===== config.mk =====
export PLATFORM = sky130hd
export DESIGN_NAME = muldiv_sequencer
export DESIGN_NICKNAME = d
export VERILOG_FILES = /design/src/rtl/muldiv_pkg.sv /design/src/rtl/muldiv_step.sv /design/src/rtl/muldiv_sequencer.sv
export SDC_FILE = /design/constraint.sdc
export NUM_CORES = 1
export LEC_CHECK = 0
export ABC_CLOCK_PERIOD_IN_PS = 12500
export CAP_MARGIN = 20
export CORE_ASPECT_RATIO = 2
export CORE_MARGIN = 1.5
export CORE_UTILIZATION = 55
export DETAILED_ROUTE_END_ITERATION = 7
export PLACE_DENSITY = 0.79
export SLEW_MARGIN = 20
export SYNTH_ARGS = -nofsm -noshare
export SYNTH_HDL_FRONTEND = slang
export SYNTH_SLANG_ARGS = --single-unit

===== constraint.sdc =====
create_clock -name CLK -period 12.5 [get_ports CLK]
set_input_delay 1.25 -clock CLK [delete_from_list [all_inputs] [get_ports CLK]]
set_output_delay 1.25 -clock CLK [all_outputs]
set_load 0.05 [all_outputs]

===== src/rtl/muldiv_pkg.sv =====
// Shared definitions for the iterative multiply/divide sequencer:
// op encodings, FSM state encoding, iteration count and sign helpers.
package muldiv_pkg;

    localparam int         ITER     = 32;
    localparam logic [4:0] CNT_LAST = 5'(ITER - 1);

    localparam logic [1:0] OP_MULT  = 2'b00;
    localparam logic [1:0] OP_MULTU = 2'b01;
    localparam logic [1:0] OP_DIV   = 2'b10;
    localparam logic [1:0] OP_DIVU  = 2'b11;

    typedef enum logic [1:0] {
        S_IDLE = 2'b00,
        S_RUN  = 2'b01,
        S_FIX  = 2'b10
    } state_t;

    // Magnitude of a two's-complement word; -2^31 maps to itself, which is
    // the correct unsigned magnitude 2^31.
    function automatic logic [31:0] absVal(input logic [31:0] v);
        absVal = v[31] ? (32'd0 - v) : v;
    endfunction

endpackage


===== src/rtl/muldiv_step.sv =====
// One iteration of the sequencer datapath: add-and-shift-right for multiply,
// shift-left / trial-subtract / restore for divide. Purely combinational.
module muldiv_step
    import muldiv_pkg::*;
(
    input  logic        isDiv,
    input  logic [32:0] accHi,     // multiply: partial product P, divide: remainder R
    input  logic [31:0] accLo,     // multiply: multiplier, divide: dividend/quotient Q
    input  logic [31:0] operand,   // multiplicand or divisor
    output logic [32:0] nextHi,
    output logic [31:0] nextLo
);

    logic [32:0] sum_s;
    logic [32:0] shR_s;
    logic [31:0] shQ_s;
    logic [33:0] diff_s;

    // Select one add-shift or subtract-restore step depending on the op class.
    always_comb begin
        sum_s  = accHi + (accLo[0] ? {1'b0, operand} : 33'd0);
        shR_s  = {accHi[31:0], accLo[31]};
        shQ_s  = {accLo[30:0], 1'b0};
        diff_s = {1'b0, shR_s} - {2'b00, operand};
        if (isDiv) begin
            if (diff_s[33]) begin
                nextHi = shR_s;
                nextLo = shQ_s;
            end else begin
                nextHi = diff_s[32:0];
                nextLo = {shQ_s[31:1], 1'b1};
            end
        end else begin
            nextHi = {1'b0, sum_s[32:1]};
            nextLo = {sum_s[0], accLo[31:1]};
        end
    end

endmodule


===== src/rtl/muldiv_sequencer.sv =====
// Multi-cycle MULT/MULTU/DIV/DIVU sequencer owning the HI/LO pair.
// 32 RUN iterations plus one FIX cycle for sign correction and write-back.
module muldiv_sequencer
    import muldiv_pkg::*;
#(
    parameter int WIDTH = 32
) (
    input  logic             CLK,
    input  logic             RST,
    input  logic             req,
    input  logic [1:0]       op,
    input  logic [WIDTH-1:0] opA,
    input  logic [WIDTH-1:0] opB,
    input  logic             rd_hilo,
    input  logic             wr_hi,
    input  logic             wr_lo,
    input  logic             flush,
    output logic             stall,
    output logic             busy,
    output logic             done,
    output logic             div_zero,
    output logic [WIDTH-1:0] hi,
    output logic [WIDTH-1:0] lo
);

    state_t      state_r;
    logic [4:0]  cnt_r;
    logic [1:0]  opCode_r;
    logic [31:0] operand_r;
    logic [32:0] accHi_r;
    logic [31:0] accLo_r;
    logic        negQ_r;
    logic        negR_r;
    logic [31:0] opARaw_r;
    logic [31:0] hi_r;
    logic [31:0] lo_r;
    logic        done_r;
    logic        divZero_r;
    logic        busy_r;

    logic [32:0] stepHi_s;
    logic [31:0] stepLo_s;
    logic        startSigned_s;
    logic [31:0] startA_s;
    logic [31:0] startB_s;
    logic [63:0] prod_s;
    logic [31:0] fixHi_s;
    logic [31:0] fixLo_s;
    logic        stall_s;

    muldiv_step uStep (
        .isDiv   (opCode_r[1]),
        .accHi   (accHi_r),
        .accLo   (accLo_r),
        .operand (operand_r),
        .nextHi  (stepHi_s),
        .nextLo  (stepLo_s)
    );

    // Operand conditioning at start: signed ops work on magnitudes.
    always_comb begin
        startSigned_s = ~op[0];
        if (startSigned_s) begin
            startA_s = absVal(opA);
            startB_s = absVal(opB);
        end else begin
            startA_s = opA;
            startB_s = opB;
        end
    end

    // Final HI/LO values produced in the FIX cycle, including divide-by-zero result.
    always_comb begin
        prod_s = {accHi_r[31:0], accLo_r};
        if (opCode_r[1]) begin
            if (divZero_r) begin
                fixHi_s = opARaw_r;
                fixLo_s = 32'hFFFF_FFFF;
            end else begin
                fixLo_s = negQ_r ? (32'd0 - accLo_r) : accLo_r;
                fixHi_s = negR_r ? (32'd0 - accHi_r[31:0]) : accHi_r[31:0];
            end
        end else begin
            if (negQ_r) begin
                prod_s = 64'd0 - prod_s;
            end else begin
                prod_s = prod_s;
            end
            fixHi_s = prod_s[63:32];
            fixLo_s = prod_s[31:0];
        end
    end

    // Pipeline freeze request; a flushed instruction never stalls.
    always_comb begin
        stall_s = 1'b0;
        if (flush) begin
            stall_s = 1'b0;
        end else begin
            stall_s = (req & ~done_r) | ((rd_hilo | wr_hi | wr_lo) & busy_r);
        end
    end

    // Sequencer FSM, iteration counter, operand registers and architectural HI/LO.
    always_ff @(posedge CLK or posedge RST) begin
        if (RST) begin
            state_r   <= S_IDLE;
            cnt_r     <= 5'd0;
            opCode_r  <= OP_MULT;
            operand_r <= 32'd0;
            accHi_r   <= 33'd0;
            accLo_r   <= 32'd0;
            negQ_r    <= 1'b0;
            negR_r    <= 1'b0;
            opARaw_r  <= 32'd0;
            hi_r      <= 32'd0;
            lo_r      <= 32'd0;
            done_r    <= 1'b0;
            divZero_r <= 1'b0;
            busy_r    <= 1'b0;
        end else begin
            done_r <= 1'b0;
            case (state_r)
                S_IDLE: begin
                    if (wr_hi & ~flush) begin
                        hi_r <= opA;
                    end
                    if (wr_lo & ~flush) begin
                        lo_r <= opA;
                    end
                    // done blocks a restart while req is still held in the done cycle.
                    if (req & ~done_r & ~flush) begin
                        state_r   <= S_RUN;
                        busy_r    <= 1'b1;
                        cnt_r     <= 5'd0;
                        opCode_r  <= op;
                        accHi_r   <= 33'd0;
                        accLo_r   <= startA_s;
                        operand_r <= startB_s;
                        negQ_r    <= startSigned_s & (opA[31] ^ opB[31]);
                        negR_r    <= startSigned_s & opA[31];
                        opARaw_r  <= opA;
                        divZero_r <= op[1] & (opB == 32'd0);
                    end
                end
                S_RUN: begin
                    if (flush) begin
                        state_r <= S_IDLE;
                        busy_r  <= 1'b0;
                        cnt_r   <= 5'd0;
                    end else begin
                        accHi_r <= stepHi_s;
                        accLo_r <= stepLo_s;
                        if (cnt_r == CNT_LAST) begin
                            state_r <= S_FIX;
                            cnt_r   <= 5'd0;
                        end else begin
                            cnt_r <= cnt_r + 5'd1;
                        end
                    end
                end
                S_FIX: begin
                    state_r <= S_IDLE;
                    busy_r  <= 1'b0;
                    if (!flush) begin
                        hi_r   <= fixHi_s;
                        lo_r   <= fixLo_s;
                        done_r <= 1'b1;
                    end
                end
                default: begin
                    state_r <= S_IDLE;
                    busy_r  <= 1'b0;
                    cnt_r   <= 5'd0;
                end
            endcase
        end
    end

    assign stall    = stall_s;
    assign busy     = busy_r;
    assign done     = done_r;
    assign div_zero = divZero_r;
    assign hi       = hi_r;
    assign lo       = lo_r;

endmodule

==> impl_results.md, run 1 <==
* Status: complete, but fails checks
* Violated checks: DRC
* GR Util met3 at 4.296%
* Port Buffers at 140
* Buffers from clock root to sink, at most at 3
* Final Util at 63.82%
* Peak Freq at 0.2269 GHz
* CP peak stage delay at 720 ps
* Register area share after synthesis at 31.00%
* Final clock skew at 17.38 ps
* Post-CTS setup buffer count at 0
* DRT Wirelength at 61,090 um
* Setup TNS Final at 0 ps
* Main combinational cell family by area after synthesis: compound AO/OA/AOI/OAI gates
* Post-synthesis mux area share at 3.469%
* Clock latency on the worst-skew pair at 540 ps
* Resize count post-CTS at 0
* Adder-cell share of the synthesized area at 5.508%
* GRT Total Usage at 38.34%
* DR WL/cell at 23.71 um
* Worst setup path class: primary input to flip-flop
* Compound-Gate Fraction of Synth Area at 24.35%
* Slew Viols, Final at 0
* Reg clk slew, reported paths at 70 ps
* Max IR drop VDD at 187.8 uV
* Final-stage net count at 2,341
* DP HPWL at 45,850 um
* Cells after synthesis at 2,160
* Critical Path RT at 12,870 ps
* Tmin final at 4406 ps
* Min-delay worst type: flip-flop to flip-flop
* Final instance area at 18,900 um2
* Tightest Pin Transition at 1118 ps
* Met2 Usage GRT at 69.98%
* Final worst path period share at 35.25%
* Post-synth cell types at 81
* H-tree level count at 1
* Power Density at 216.5 nW/um2
* Synthesis Warnings at 0
* DRC Markers at 5
* Arrival time worst endpoint at 4780 ps
* Unrepaired setup endpoints after global routing: false
* Placed Cells at 2,537
* Hold buffers post-CTS at 0
* Total Power at 4093 uW
* Total CTS buffers at 21
* DP Area at 18,120 um2
* Final hold violations at 0
* Synth Flop Type: dfrtp_1
* Startpoint types: primary input
* Mapped Area at 16,630 um2
* Starting Density at 56.13%
* Die X at 125.9 um
* Syn Area/Cell at 7.698 um2
* First-pass GRT wire length at 93,630 um
* Critical path, cell by cell: clkdlybuf4s50_1, inv_1, ha_1, and3b_1, or3b_1, nor4_1, nand3_1, o41ai_1, nand2_1, xnor2_1, o221ai_1
* CTS root buf: clkbuf_16
* Syn Nets at 2,305
* Die height at 248.9 um
* CTS tree: yes
* Vias in the first global route at 16,970
* Final ANT Viol Nets at 0
* Critical path capture point type: flip-flop
* DR vias/cell at 6.521
* Worst rel slew slack at 25.50%
* Share of cells above drive strength 1 at 4.208%
* Crit Path Max Fanout at 5
* Vias at 16,810
* Setup Viol. Count Final at 0
* Number of DRC markers in iteration 0 at 1,106
* Largest net degree at the start of global routing at 138
* Post-synthesis xor/xnor area fraction at 10.06%
* Pleak at 0.007941 uW
* Initial antenna violation count at 3
* Fin cells at 2,577
* Count of state elements after synthesis at 206
* GRT busiest layer: met2
* Post-synthesis simple-gate area fraction at 20.60%
* Routability cong. at 0.9649
* CP max stage cell: nor4_1
* Die Area at 31,350 um2
* Core area at 29,620 um2
* TritonRoute pass-1 iters at 8
* Rows at 89
* Total of max-cap violations at 0
* I/O pin cnt at 141
* Met1 Usage GRT at 37.09%
* Asr flop ratio synth at 100.0%
* GRT overflow at 0
* Number of synthesized flops with an enable pin at 0
* Sink Count at 206
* Synth-to-layout area growth at 13.70%
[metal layers]
layer | part of all wire (%) | routed length (um)
met1 | 33 | 19870
met2 | 51 | 31340
met3 | 5.5 | 3384
met4 | 11 | 6498
met5 | 0 | 0
[power by group]
part           internal [uW]  switching, uW  total, uW
Combinational            865           1360       2220
Clock                    440            300        740
Sequential               824            308       1130
[cells in the mapped netlist, types with 30 or more instances]
master | instances | area (um2)
inv_1 | 64 | 240.2
ha_1 | 70 | 875.8
nor2_1 | 129 | 484.2
clkbuf_1 | 136 | 510.5
dfrtp_1 | 206 | 5155
xor2_1 | 64 | 560.5
o21ai_0 | 258 | 1291
a21oi_1 | 129 | 645.6
xnor2_1 | 127 | 1112
nand3_1 | 50 | 250.2
nand2_1 | 383 | 1438
o31ai_1 | 31 | 232.7
o22ai_1 | 36 | 225.2
mux2i_1 | 52 | 520.5
nand2b_1 | 30 | 187.7
[final cells by class]
class / instances / area (um2)
Tap cell: 364 / 455.4
Fill cell: 2630 / 10720
Antenna cell: 3 / 7.507
Clock buffer: 24 / 546.8
Multi-Input combinational cell: 1740 / 10680
Timing Repair Buffer: 163 / 1574
Sequential cell: 206 / 5160
Clock inverter: 13 / 229.0
Inverter: 64 / 247.7
[cell usage in the layout, fill, tap and decap left out, drive strengths merged, types with 6 or more instances in the layout]
master         count
nand2            383
o21a              10
nor2b             11
nor2             129
o21bai             9
a22oi             10
nand4             10
or2               10
mux2i             52
o21ai            280
inv               65
nor3              28
or3               25
nand2b            30
o211ai            23
nor4              13
o41ai             17
clkbuf            24
or4               19
dfrtp            206
o31ai             32
xnor2            127
xor2              64
ha                70
and3              15
a21oi            129
a221oi            11
a211oi            20
o221ai             6
a31oi             18
a21o              18
and2              11
buf               23
o22ai             36
nand3             50
bufinv             6
clkdlybuf4s50    140
[flip-flops by register name, summed over array words and instances (netlist names)]
name and count:
accHi_r 33, accLo_r 32, hi 32, lo 32, opARaw_r 32, operand_r 32
cnt_r 5, state_r 2, busy 1, div_zero 1, done 1, negQ_r 1
negR_r 1, opCode_r 1
[cell families after synthesis]
group / Yosys count
AOI/OAI and AO/OA: 666
and+or+nand+nor: 754
xor gates and xnor gates: 191
muxes: 57
buffers and inverters: 214
adders and majority gates: 72
DFF: 206
[worst max-delay path: cells and delay by family]
family / cells / cell delay [ps]
xor gates and xnor gates: 1 / 160
AOI/OAI and AO/OA: 2 / 600
adders and majority gates: 1 / 210
and+or+nand+nor: 5 / 1710
buffers and inverters: 2 / 860
[metrics by stage]
stage	hold slack [ps]	setup WS [ps]
2_1_floorplan	437.5	5626
3_3_place_gp	454.5	7662
3_5_place_dp	463.7	7614
4_1_cts	478.6	8153
5_1_grt	500.2	7846
6_report	478.6	8094
[path summary, 6_finish.rpt]
path,from,end,slack (ps),depth (start not counted)
min,cnt_r[3],cnt_r[3],480,1
max reg2reg,operand_r[4],accHi_r[25],8190,10
min reg2reg,cnt_r[3],cnt_r[3],480,1
min in group asynchronous,RST,state_r[0],1310,2
max,opA[0],accLo_r[30],8090,11
max in group asynchronous,RST,opCode_r[1],9540,3
(Power assumes the default switching activity.)
==> run 2, diff against run 1 <==
--- a/config.mk
+++ b/config.mk
@@ -5,13 +5,13 @@
 export SDC_FILE = /design/constraint.sdc
 export NUM_CORES = 1
 export LEC_CHECK = 0
-export ABC_CLOCK_PERIOD_IN_PS = 12500
+export ABC_CLOCK_PERIOD_IN_PS = 3860
 export CAP_MARGIN = 20
 export CORE_ASPECT_RATIO = 2
 export CORE_MARGIN = 1.5
-export CORE_UTILIZATION = 55
+export CORE_UTILIZATION = 54
 export DETAILED_ROUTE_END_ITERATION = 7
-export PLACE_DENSITY = 0.79
+export PLACE_DENSITY = 0.81
 export SLEW_MARGIN = 20
 export SYNTH_ARGS = -nofsm -noshare
 export SYNTH_HDL_FRONTEND = slang
==> constraint.sdc (replaced) <==
create_clock -name CLK -period 3.86 [get_ports CLK]
set_input_delay 0.386 -clock CLK [delete_from_list [all_inputs] [get_ports CLK]]
set_output_delay 0.386 -clock CLK [all_outputs]
set_load 0.05 [all_outputs]
==> run 2 against run 1 <==
  * The flow now finishes without violations
  * Sequential share of layout area decreased by 1.1 points
  * Non-clock buffer count increased by 88
  * Final area up 4.3%
  * Clock skew rose by 6.2 ps
  * Die area is 1.8% higher
  * Register-to-register slack got worse by 8000 ps
  * Cell count up 3.5%
  * Via count is 2.9% higher
  * Worst setup slack worse by 7900 ps
  * Clock-buffer cell count is the same
  * Sequential cell count stayed put
==> impl_results.md, run 2 (synthesis gave the netlist of run 1 again) <==
* CTS tree: yes
* Setup TNS Final at 0 ps
* Routability cong. at 1.041
* Sink Count at 206
* Starting Density at 54.89%
* Final worst path period share at 94.36%
* Die height at 251.2 um
* Unrepaired setup endpoints after global routing: false
* Status: completed
* Clock latency on the worst-skew pair at 540 ps
* Resize count post-CTS at 0
* Placement Setup Slack at 271.0 ps
* Share of cells above drive strength 1 at 7.880%
* Min-delay worst type: primary input to asynchronous set/reset pin
* CP peak stage delay at 610 ps
* Max IR drop VDD at 489.1 uV
* CP max stage cell: or4_1
* Startpoint types: flip-flop
* TritonRoute pass-1 iters at 6
* GRT Total Usage at 38.90%
* Initial antenna violation count at 2
* Crit Path Max Fanout at 6
* Total of max-cap violations at 0
* DRT Wirelength at 62,020 um
* Critical path capture point type: flip-flop
* Hold buffers post-CTS at 0
* Max reg flops at 33
* Final Hold Slack at 426.8 ps
* Critical path, cell by cell: or4_1, nor4_1, nand2b_1, nand3b_1, buf_4, o21ai_0, xnor2_1, o21ai_0, nand3_1
* Reg clk slew, reported paths at 70 ps
* GRT overflow at 0
* Largest net degree at the start of global routing at 65
* DP HPWL at 47,820 um
* Tightest Pin Transition at 989.5 ps
* Post-CTS setup buffer count at 0
* Number of DRC markers in iteration 0 at 1,246
* Port Buffers at 140
* Final-stage net count at 2,429
* Die X at 127.1 um
* Number of buffers and inverters on the critical path at 1
* Synth-to-layout area growth at 18.53%
* Critical Path RT at 4250 ps
* DRC Markers at 0
* CTS root buf: clkbuf_16
* Final hold violations at 0
* CP most frequent cell: o21ai_0
* Worst setup path class: flip-flop to flip-flop
* First-pass GRT wire length at 95,570 um
* Core area at 30,290 um2
* Setup Viol. Count Final at 0
* Slew Viols, Final at 0
* H-tree level count at 1
* Worst rel slew slack at 33.89%
* Die Area at 31,920 um2
* Vias at 17,290
* Most frequent cells in the layout: 382 x nand2_1, 258 x o21ai_0, 204 x dfrtp_1
* Peak Freq at 0.2745 GHz
* Final ANT Viol Nets at 0
* Commonest non-fill, non-tap cell in the layout: nand2_1
* Tmin final at 3642 ps
* Rows at 90
* Final Util at 65.06%
* Power Density at 704.6 nW/um2
* Pleak at 0.008419 uW
* Vias in the first global route at 17,740
* DR WL/cell at 23.26 um
* Arrival time worst endpoint at 4040 ps
* I/O pin cnt at 141
* Final clock skew at 23.58 ps
* Buffers from clock root to sink, at most at 3
* Final Worst Setup Slack at 217.7 ps
* Cell family with most CP delay: simple AND/OR/NAND/NOR gates
* Largest Register: accHi_r
* DR vias/cell at 6.483
* Total CTS buffers at 21
[run 2: cell types whose count changed in the layout (fill, tap and decap cells not counted), sizes merged]
cell	previous run	this run
bufinv	6	7
clkinv	5	1
diode	3	2
clkinvlp	1	3
buf	23	111
[run 2: where the power goes]
group          total (uW)  internal, uW  switching, uW  leakage (uW)
sequential           3300          2680            621       0.00258
combinational        8090          3170           4920       0.00545
clock                2500          1530            970      0.000393
[run 2: area by class of cell]
type,count,area (um2)
Clock buffer,24,566.8
Fill cell,2571,10580
Timing Repair Buffer,251,2335
Clock inverter,12,251.5
Multi-Input combinational cell,1740,10690
Sequential cell,206,5160
Antenna cell,2,5.005
Inverter,64,244.0
Tap cell,368,460.4
[run 2: worst register-to-register path, stage by stage (launching register included)]
cell and delay [ps]:
dfrtp_1 460, or4_1 610, nor4_1 560, nand2b_1 310
nand3b_1 590, buf_4 370, o21ai_0 210, xnor2_1 90
o21ai_0 200, nand3_1 120
[run 2: layer usage]
metal / global-route usage, % / vias to the layer above / part of all wire [%]
li1: - / 7917 / -
met1: 36.38 / 8206 / 32
met2: 68.63 / 816 / 50
met3: 5.703 / 351 / 5.6
met4: 41.33 / 0 / 12
met5: 0 / - / 0
[run 2: metrics by stage]
step                area (um2)  cells  total power, uW
floorplan                16630   2160             8638
global placement         18890   2629            11060
detailed placement       18890   2629            11210
CTS                      19700   2665            13730
global route             19710   2667            14640
finish                   19710   2667            13890
[run 2: worst paths after layout]
kind                              from           to  slack [ps]  cells past startpoint
max                        accLo_r[10]       hi[12]         220                      9
min                                RST        lo[9]         430                      2
max reg2reg                accLo_r[10]       hi[12]         220                      9
min reg2reg                     lo[13]       lo[13]         480                      2
max in group asynchronous          RST       hi[30]        2580                      3
min in group CLK                 op[1]  opCode_r[1]         480                      3
